### src/rtl/test_seq_pkg.sv
// Shared types and defaults for the self-test sequencer.
// Holds the sequencer state encoding and the default channel/timeout sizing.
package test_seq_pkg;

   typedef enum logic [2:0] {
      IDLE  = 3'd0,
      START = 3'd1,
      WAIT  = 3'd2,
      NEXT  = 3'd3,
      DONE  = 3'd4
   } state_t;

   localparam int DEF_NUM_CH  = 10;
   localparam int DEF_TIMEOUT = 20000;

endpackage

### src/rtl/test_sequencer_timeout_counter.sv
// Saturating per-channel wait counter for test_sequencer.
// expired is high while the count sits at TIMEOUT-1; the count never wraps.
module timeout_counter #(
   parameter int TIMEOUT = test_seq_pkg::DEF_TIMEOUT,
   parameter int CNT_W   = $clog2(TIMEOUT)
) (
   input  logic clk,
   input  logic reset,
   input  logic clear,
   input  logic enable,
   output logic expired
);

   localparam logic [CNT_W-1:0] TERM = CNT_W'(TIMEOUT - 1);

   logic [CNT_W-1:0] count;

   assign expired = (count == TERM);

   // Clear has priority so a fresh channel always starts from zero.
   always_ff @(posedge clk or posedge reset) begin
      if (reset) begin
         count <= '0;
      end else if (clear) begin
         count <= '0;
      end else if (enable && !expired) begin
         count <= count + CNT_W'(1);
      end
   end

endmodule

### config.mk
export PLATFORM = sky130hd
export DESIGN_NAME = timeout_counter
export DESIGN_NICKNAME = d
export VERILOG_FILES = /design/src/rtl/test_seq_pkg.sv /design/src/rtl/test_sequencer_timeout_counter.sv
export SDC_FILE = /design/constraint.sdc
export NUM_CORES = 1
export LEC_CHECK = 0
export BUFFER_PORTS_ARGS = -buffer_cell sky130_fd_sc_hd__buf_2
export CORE_UTILIZATION = 40
export CTS_CLUSTER_SIZE = 20
export DETAILED_ROUTE_END_ITERATION = 10
export GPL_TIMING_DRIVEN = 0
export SLEW_MARGIN = 20
export SYNTH_ARGS = -nofsm -noshare
export SYNTH_HDL_FRONTEND = slang
export SYNTH_SLANG_ARGS = --single-unit
### constraint.sdc
create_clock -name clk -period 2.8 [get_ports clk]
set_input_delay 0.7 -clock clk [delete_from_list [all_inputs] [get_ports clk]]
set_output_delay 0.7 -clock clk [all_outputs]
set_load 0.03 [all_outputs]
==> results.tsv, run 1 <==
stage	metric	value	unit
logic_synthesis	Top FF cell, synth	dfrtp_1	
clock_tree	H-tree levels	1	
clock_tree	Clock Latency Late Sink	280	ps
routing	Post-DRT Antenna Nets	0	
worst_setup_path	slowest CP cell	or4_4	
logic_synthesis	sequential cell area fraction in the yosys report	45.9	%
power_and_ir_drop	clock power share	34.8	%
global_route	vias in the first global route	591	
finish	layout cells sized above 1	16.1	%
logic_synthesis	Syn Inst Count	84	
finish	fin nets	99	
logic_synthesis	FF+latch count, synth	15	
worst_setup_path	critical path launch point type	flip-flop	
global_route	global-route usage over all layers	19.7	%
routing	DRC marker count from the first detailed-route iteration	18	
sta	Slew headroom	60.4	%
logic_synthesis	synth unique cells	27	
floorplan	core box area	0.00182	mm^2
clock_tree	clock slew at reported path FFs	90	ps
worst_hold_path	Hold Crit Class	primary input to asynchronous set/reset pin	
power_and_ir_drop	combinational fraction of design power	5.6	%
sta	final hold vios	0	
sta	Final Max Slew Viols	0	
clock_tree	CTS Buffer Depth	2	
sta	Hold WS	461	ps
clock_tree	TritonCTS clock tree	yes	
clock_tree	CTS Hold Bufs	0	
routing	Vias	643	
logic_synthesis	post-synthesis simple-gate area fraction	31.9	%
finish	Top reg by flops	count	
logic_synthesis	Synth Area in Adders	1.53	%
worst_setup_path	FF-to-FF setup slack	910	ps
sta	post-route setup slack	111	ps
power_and_ir_drop	Sw Share	24.5	%
place	GPL Wtd Cong	0.836	
floorplan	Chip Height	47.2	um
worst_setup_path	CP bufs+invs	2	
power_and_ir_drop	power per standard cell area	413	mW/mm^2
worst_setup_path	CP delay by family, top	simple AND/OR/NAND/NOR gates	
floorplan	Die Area	0.00223	mm^2
worst_setup_path	Reg2Reg Depth	4	
power_and_ir_drop	Flop pwr share	59.6	%
run	MaxCap Viol Count	0	
logic_synthesis	post-synthesis mux area share	0	%
floorplan	num rows	15	
logic_synthesis	FFs w/ async S/R, synth	100	%
routing	wire per inst	14.3	um
logic_synthesis	Synth top cells by count	dfrtp_1 (15), nor2_1 (10), nand2_1 (7)	
finish	P&R area growth vs syn	10.4	%
power_and_ir_drop	P_sw	91.4	uW
clock_tree	TritonCTS Sinks	15	
power_and_ir_drop	Internal Pwr Total	281	uW
global_route	largest net degree at the start of global routing	16	
global_route	first-pass GRT wire length	2910	um
clock_tree	post-CTS sizing	0	
worst_setup_path	CP cell instances	or4_4, or4_4, inv_1, buf_2	
logic_synthesis	largest family of logic cells by synthesized area	simple AND/OR/NAND/NOR gates	
logic_synthesis	share of the synthesized area in the top cell type	45.9	%
routing	Post-Route WL	1690	um
floorplan	Initial Util	44.9	%
place	DPL Wire Length	1190	um
sta	Setup TNS	0	ps
logic_synthesis	Yosys top cell by area	dfrtp_1	
finish	Largest register FFs	15	
finish	Regs by FF count	count (15)	
logic_synthesis	synth warn	0	
worst_setup_path	cell repeated most along the worst path	or4_4	
logic_synthesis	mapped cell area	817	um^2
logic_synthesis	Post-synth EDFFs	0	
routing	vias per cell	5.45	
logic_synthesis	syn nets	89	
sta	Final Setup Violations	0	
global_route	global route total overflow	0	
floorplan	Top-Level Pins	5	
worst_setup_path	RR Endpoint	count[2]	
logic_synthesis	XOR/XNOR share of the synthesized area	7.50	%
worst_setup_path	worst-path maximum fanout	5	
sta	fin crit period	2690	ps
worst_setup_path	critical path type	flip-flop to output port	
worst_setup_path	WP depth	4	
sta	Final Skew	1.24	ps
sta	Worst-Margin Slew	594	ps
power_and_ir_drop	Max VDD drop	0.238	mV
logic_synthesis	main area contributors after synthesis	dfrtp_1 (46%), xnor2_1 (6.4%), nor2_1 (4.6%)	
logic_synthesis	most numerous cell in the Yosys netlist	dfrtp_1	
global_route	initial antenna violation count	0	
sta	FMAX	0.372	GHz
logic_synthesis	compound-cell area share of the yosys netlist	11.3	%
finish	Fillers	188	
sta	crit share post-route	96.0	%
status	outcome	complete, no violations	
worst_setup_path	Worst setup EP type	output port	
worst_setup_path	WP data arrival	1990	ps
power_and_ir_drop	Pleak	0.000356	uW
routing	DRT Pass-1 Iters	4	
place	Buffers on Ports	4	
worst_setup_path	WP data required	2100	ps
clock_tree	CTS root buf	clkbuf_4	
clock_tree	CTS buffer count	3	
finish	Inserted Diodes	0	
worst_setup_path	reg2reg start	count[12]	
worst_setup_path	CP max stage delay	550	ps
place	dpl ws	273	ps
floorplan	die extent in x	47.2	um
logic_synthesis	syn avg cell area	9.73	um^2
routing	drt drc	0	
sta	RSZ-0062 raised after global routing	no	
-- power by group through the flow --
| stage | combinational, uW | clock (uW) | sequential, uW |
|---|---|---|---|
| 4_1_cts | 21.4 | 134 | 222 |
| 3_3_place_gp | 20.8 | 0 | 226 |
| 3_5_place_dp | 21.4 | 0 | 226 |
| 6_report | 20.9 | 130 | 222 |
| 5_1_grt | 24.0 | 141 | 223 |
| 2_1_floorplan | 13.0 | 0 | 226 |
-- layout make-up --
cell class	instances	area, um^2	share of cell area (%)
clock buffer	4	26.3	2.91
sequential	15	375	41.6
timing repair buffer	5	27.5	3.05
inverter	3	11.3	1.25
buffer	1	3.75	0.416
multi-input combinational	65	427	47.3
tap	25	31.3	3.47
-- worst reg2reg max path, cell delays in order (launching register included) --
cell and delay, ps:
dfrtp_1 420, or4_4 560, or4_4 470, and4_4 220, nor3_2 150
-- metal layers --
metal  track usage (%)  routed length, um  up-vias
met5                 0                  0        -
met4              8.57                 25        0
met3              3.46                 49        4
met2              30.6                791       13
met1              26.9                822      301
li1                  -                  -      325
-- stage by stage --
stage / instance area, um^2 / instances / utilization, % / power, uW
after detailed placement: 868 / 113 / 47.7 / 248
after floorplan: 817 / 84 / - / 239
after CTS: 902 / 118 / 49.6 / 377
after global routing: 902 / 118 / 49.6 / 387
final: 902 / 118 / 49.6 / 373
after global placement: 868 / 113 / 47.7 / 247
-- cells in the final DEF, fill, tap and decap left out, types with 2 or more instances in the layout --
master	netlist	routed
nor2_1	10	10
a31oi_1	2	2
o21bai_1	2	2
clkbuf_1	1	2
xnor2_1	6	6
nand4_1	3	3
o21ai_0	3	3
buf_2	0	4
nor4_1	4	4
nand2_1	7	7
nand3_1	5	5
clkbuf_4	0	3
dfrtp_1	15	15
or4_4	2	2
inv_1	3	3
or3_1	2	2
a21oi_1	5	5
nor3_1	3	3
-- how the worst max path moves through the flow --
| stage | from | end |
|---|---|---|
| after CTS | count[12] | expired |
| final | count[12] | expired |
| after global placement | count[0] | expired |
| after global routing | count[7] | expired |
| after floorplan | count[0] | expired |
| after detailed placement | count[0] | expired |
-- cell families after synthesis --
logic type / Yosys count
AND/OR/NAND/NOR: 43
flip-flops: 15
AO/OA/AOI/OAI: 14
XOR/XNOR: 7
buffers and inverters: 4
adder cells (fa/ha/maj): 1
-- repair_timing --
action	in CTS	in global routing
hold endpoints to repair	0	0
setup endpoints to repair	1	0
buffers inserted	1	0
Power figures use the tool's default switching activity.
==> run 2: changes to the inputs <==
Settings changed: CELL_PAD_IN_SITES_DETAIL_PLACEMENT set to 0, CELL_PAD_IN_SITES_GLOBAL_PLACEMENT set to 1, PLACE_DENSITY_LB_ADDON set to 0.1, SLEW_MARGIN 20 to 10.
==> run 2 against run 1 <==
Effect of this change: worst hold slack improved by 5.4 ps; via count grew 0.16%; wire length decreased by 1.8%; flip-flop and latch count unchanged; die area is the same.
==> results.tsv, run 2 (synthesized netlist as in run 1, its figures left out) <==
stage	metric	value	unit
finish	fin nets	99	
floorplan	Chip Height	47.2	um
clock_tree	H-tree levels	1	
power_and_ir_drop	P_sw	82.4	uW
routing	Post-DRT Antenna Nets	0	
finish	multi-input logic area	427	um^2
global_route	vias in the first global route	586	
worst_setup_path	worst-path maximum fanout	5	
global_route	first-pass GRT wire length	2740	um
routing	wire per inst	14.1	um
finish	Regs by FF count	count (15)	
floorplan	Top-Level Pins	5	
place	DPL Wire Length	1170	um
floorplan	core box area	0.00182	mm^2
finish	Largest register FFs	15	
clock_tree	CTS buffer count	3	
global_route	largest net degree at the start of global routing	16	
finish	Top reg by flops	count	
finish	Fillers	176	
sta	Hold WS	466	ps
run	MaxCap Viol Count	0	
sta	Final Max Slew Viols	0	
global_route	global-route usage over all layers	17.8	%
sta	Worst-Margin Slew	579	ps
clock_tree	clock slew at reported path FFs	80	ps
sta	fin crit period	2680	ps
clock_tree	Clock Latency Late Sink	280	ps
clock_tree	CTS Buffer Depth	2	
sta	crit share post-route	95.7	%
sta	Slew headroom	61.3	%
worst_setup_path	WP data required	2100	ps
floorplan	Die Area	0.00223	mm^2
worst_setup_path	CP cell instances	or4_4, or4_4, inv_1, buf_2	
power_and_ir_drop	combinational fraction of design power	5.8	%
power_and_ir_drop	Internal Pwr Total	281	uW
clock_tree	CTS Hold Bufs	0	
sta	Setup TNS	0	ps
routing	vias per cell	5.46	
status	outcome	complete, no violations	
worst_setup_path	reg2reg start	count[12]	
power_and_ir_drop	Sw Share	22.7	%
routing	Post-Route WL	1660	um
worst_setup_path	critical path type	flip-flop to output port	
worst_hold_path	Hold Crit Class	primary input to asynchronous set/reset pin	
routing	Vias	644	
floorplan	num rows	15	
floorplan	die extent in x	47.2	um
clock_tree	CTS root buf	clkbuf_4	
worst_setup_path	slowest CP cell	or4_4	
routing	DRC marker count from the first detailed-route iteration	9	
worst_setup_path	critical path launch point type	flip-flop	
global_route	initial antenna violation count	0	
sta	Final Skew	1.31	ps
worst_setup_path	Worst setup EP type	output port	
power_and_ir_drop	Flop pwr share	61.1	%
finish	storage element area	375	um^2
global_route	global route total overflow	0	
worst_setup_path	CP startpoint	count[12]	
sta	final hold vios	0	
finish	Inserted Diodes	0	
worst_setup_path	WP data arrival	1980	ps
clock_tree	TritonCTS Sinks	15	
routing	DRT Pass-1 Iters	4	
sta	FMAX	0.373	GHz
power_and_ir_drop	clock power share	33.1	%
power_and_ir_drop	power per standard cell area	403	mW/mm^2
clock_tree	TritonCTS clock tree	yes	
finish	leading cell type in the layout, fill and taps excluded	dfrtp_1	
worst_setup_path	CP max stage delay	550	ps
floorplan	Initial Util	44.9	%
place	GPL Wtd Cong	0.826	
place	Buffers on Ports	4	
power_and_ir_drop	Pleak	0.000356	uW
routing	drt drc	0	
power_and_ir_drop	Pwr Total	363	uW
power_and_ir_drop	Max VDD drop	0.265	mV
worst_setup_path	cell repeated most along the worst path	or4_4	
finish	most frequent cells in the layout	dfrtp_1 (15), nor2_1 (10), nand2_1 (7)	
sta	RSZ-0062 raised after global routing	no	
finish	P&R area growth vs syn	10.4	%
finish	layout cells sized above 1	16.1	%
sta	Final Setup Violations	0	
==> run 2: final cells by class <==
type                       instances  share of cell area (%)
tap                               25                    3.47
timing repair buffer               5                    3.05
clock buffer                       4                    2.91
inverter                           3                    1.25
sequential                        15                    41.6
multi-input combinational         65                    47.3
buffer                             1                   0.416
==> run 2: repair_timing <==
item / CTS / global route
setup endpoints to repair: 1 / 0
resized for setup: 0 / 0
hold endpoints to repair: 0 / 0
buffers inserted: 1 / 0
==> run 2: worst paths after layout <==
path	cells after the start	to	slack [ps]
min reg2reg	1	count[4]	530
min	2	count[0]	470
min in group clk	1	count[4]	530
max reg2reg	4	count[2]	920
max	4	expired	120
max in group asynchronous	2	count[8]	1960
==> run 2: worst max-delay path: cells and delay by family (launching register included) <==
| kind | cells | cell delay [ps] |
|---|---|---|
| buf+inv | 2 | 250 |
| simple gates | 2 | 1020 |
| flops | 1 | 430 |
==> run 2: through the flow <==
step / setup slack (ps) / instance area (um^2) / utilization [%] / std cells
after floorplan: 469 / 817 / - / 84
final: 121 / 902 / 49.6 / 118
after CTS: 111 / 902 / 49.6 / 118
after global placement: 272 / 868 / 47.7 / 113
after global routing: 56.5 / 902 / 49.6 / 118
after detailed placement: 283 / 868 / 47.7 / 113
==> run 2: per-layer routing <==
layer / track usage (%) / vias to the layer above / part of all wire [%]
met5: 0 / - / 0
li1: - / 328 / -
met1: 26.6 / 304 / 54
met4: 3.43 / 0 / 0.48
met2: 25.3 / 10 / 42
met3: 5.77 / 2 / 3.6
==> run 2: power by group through the flow <==
stage | logic (uW) | registers (uW) | clock network, uW
after floorplan | 13.0 | 226 | 0
after global placement | 20.9 | 226 | 0
after detailed placement | 21.7 | 226 | 0
after CTS | 21.8 | 222 | 127
after global routing | 24.3 | 222 | 137
final | 21.1 | 222 | 120
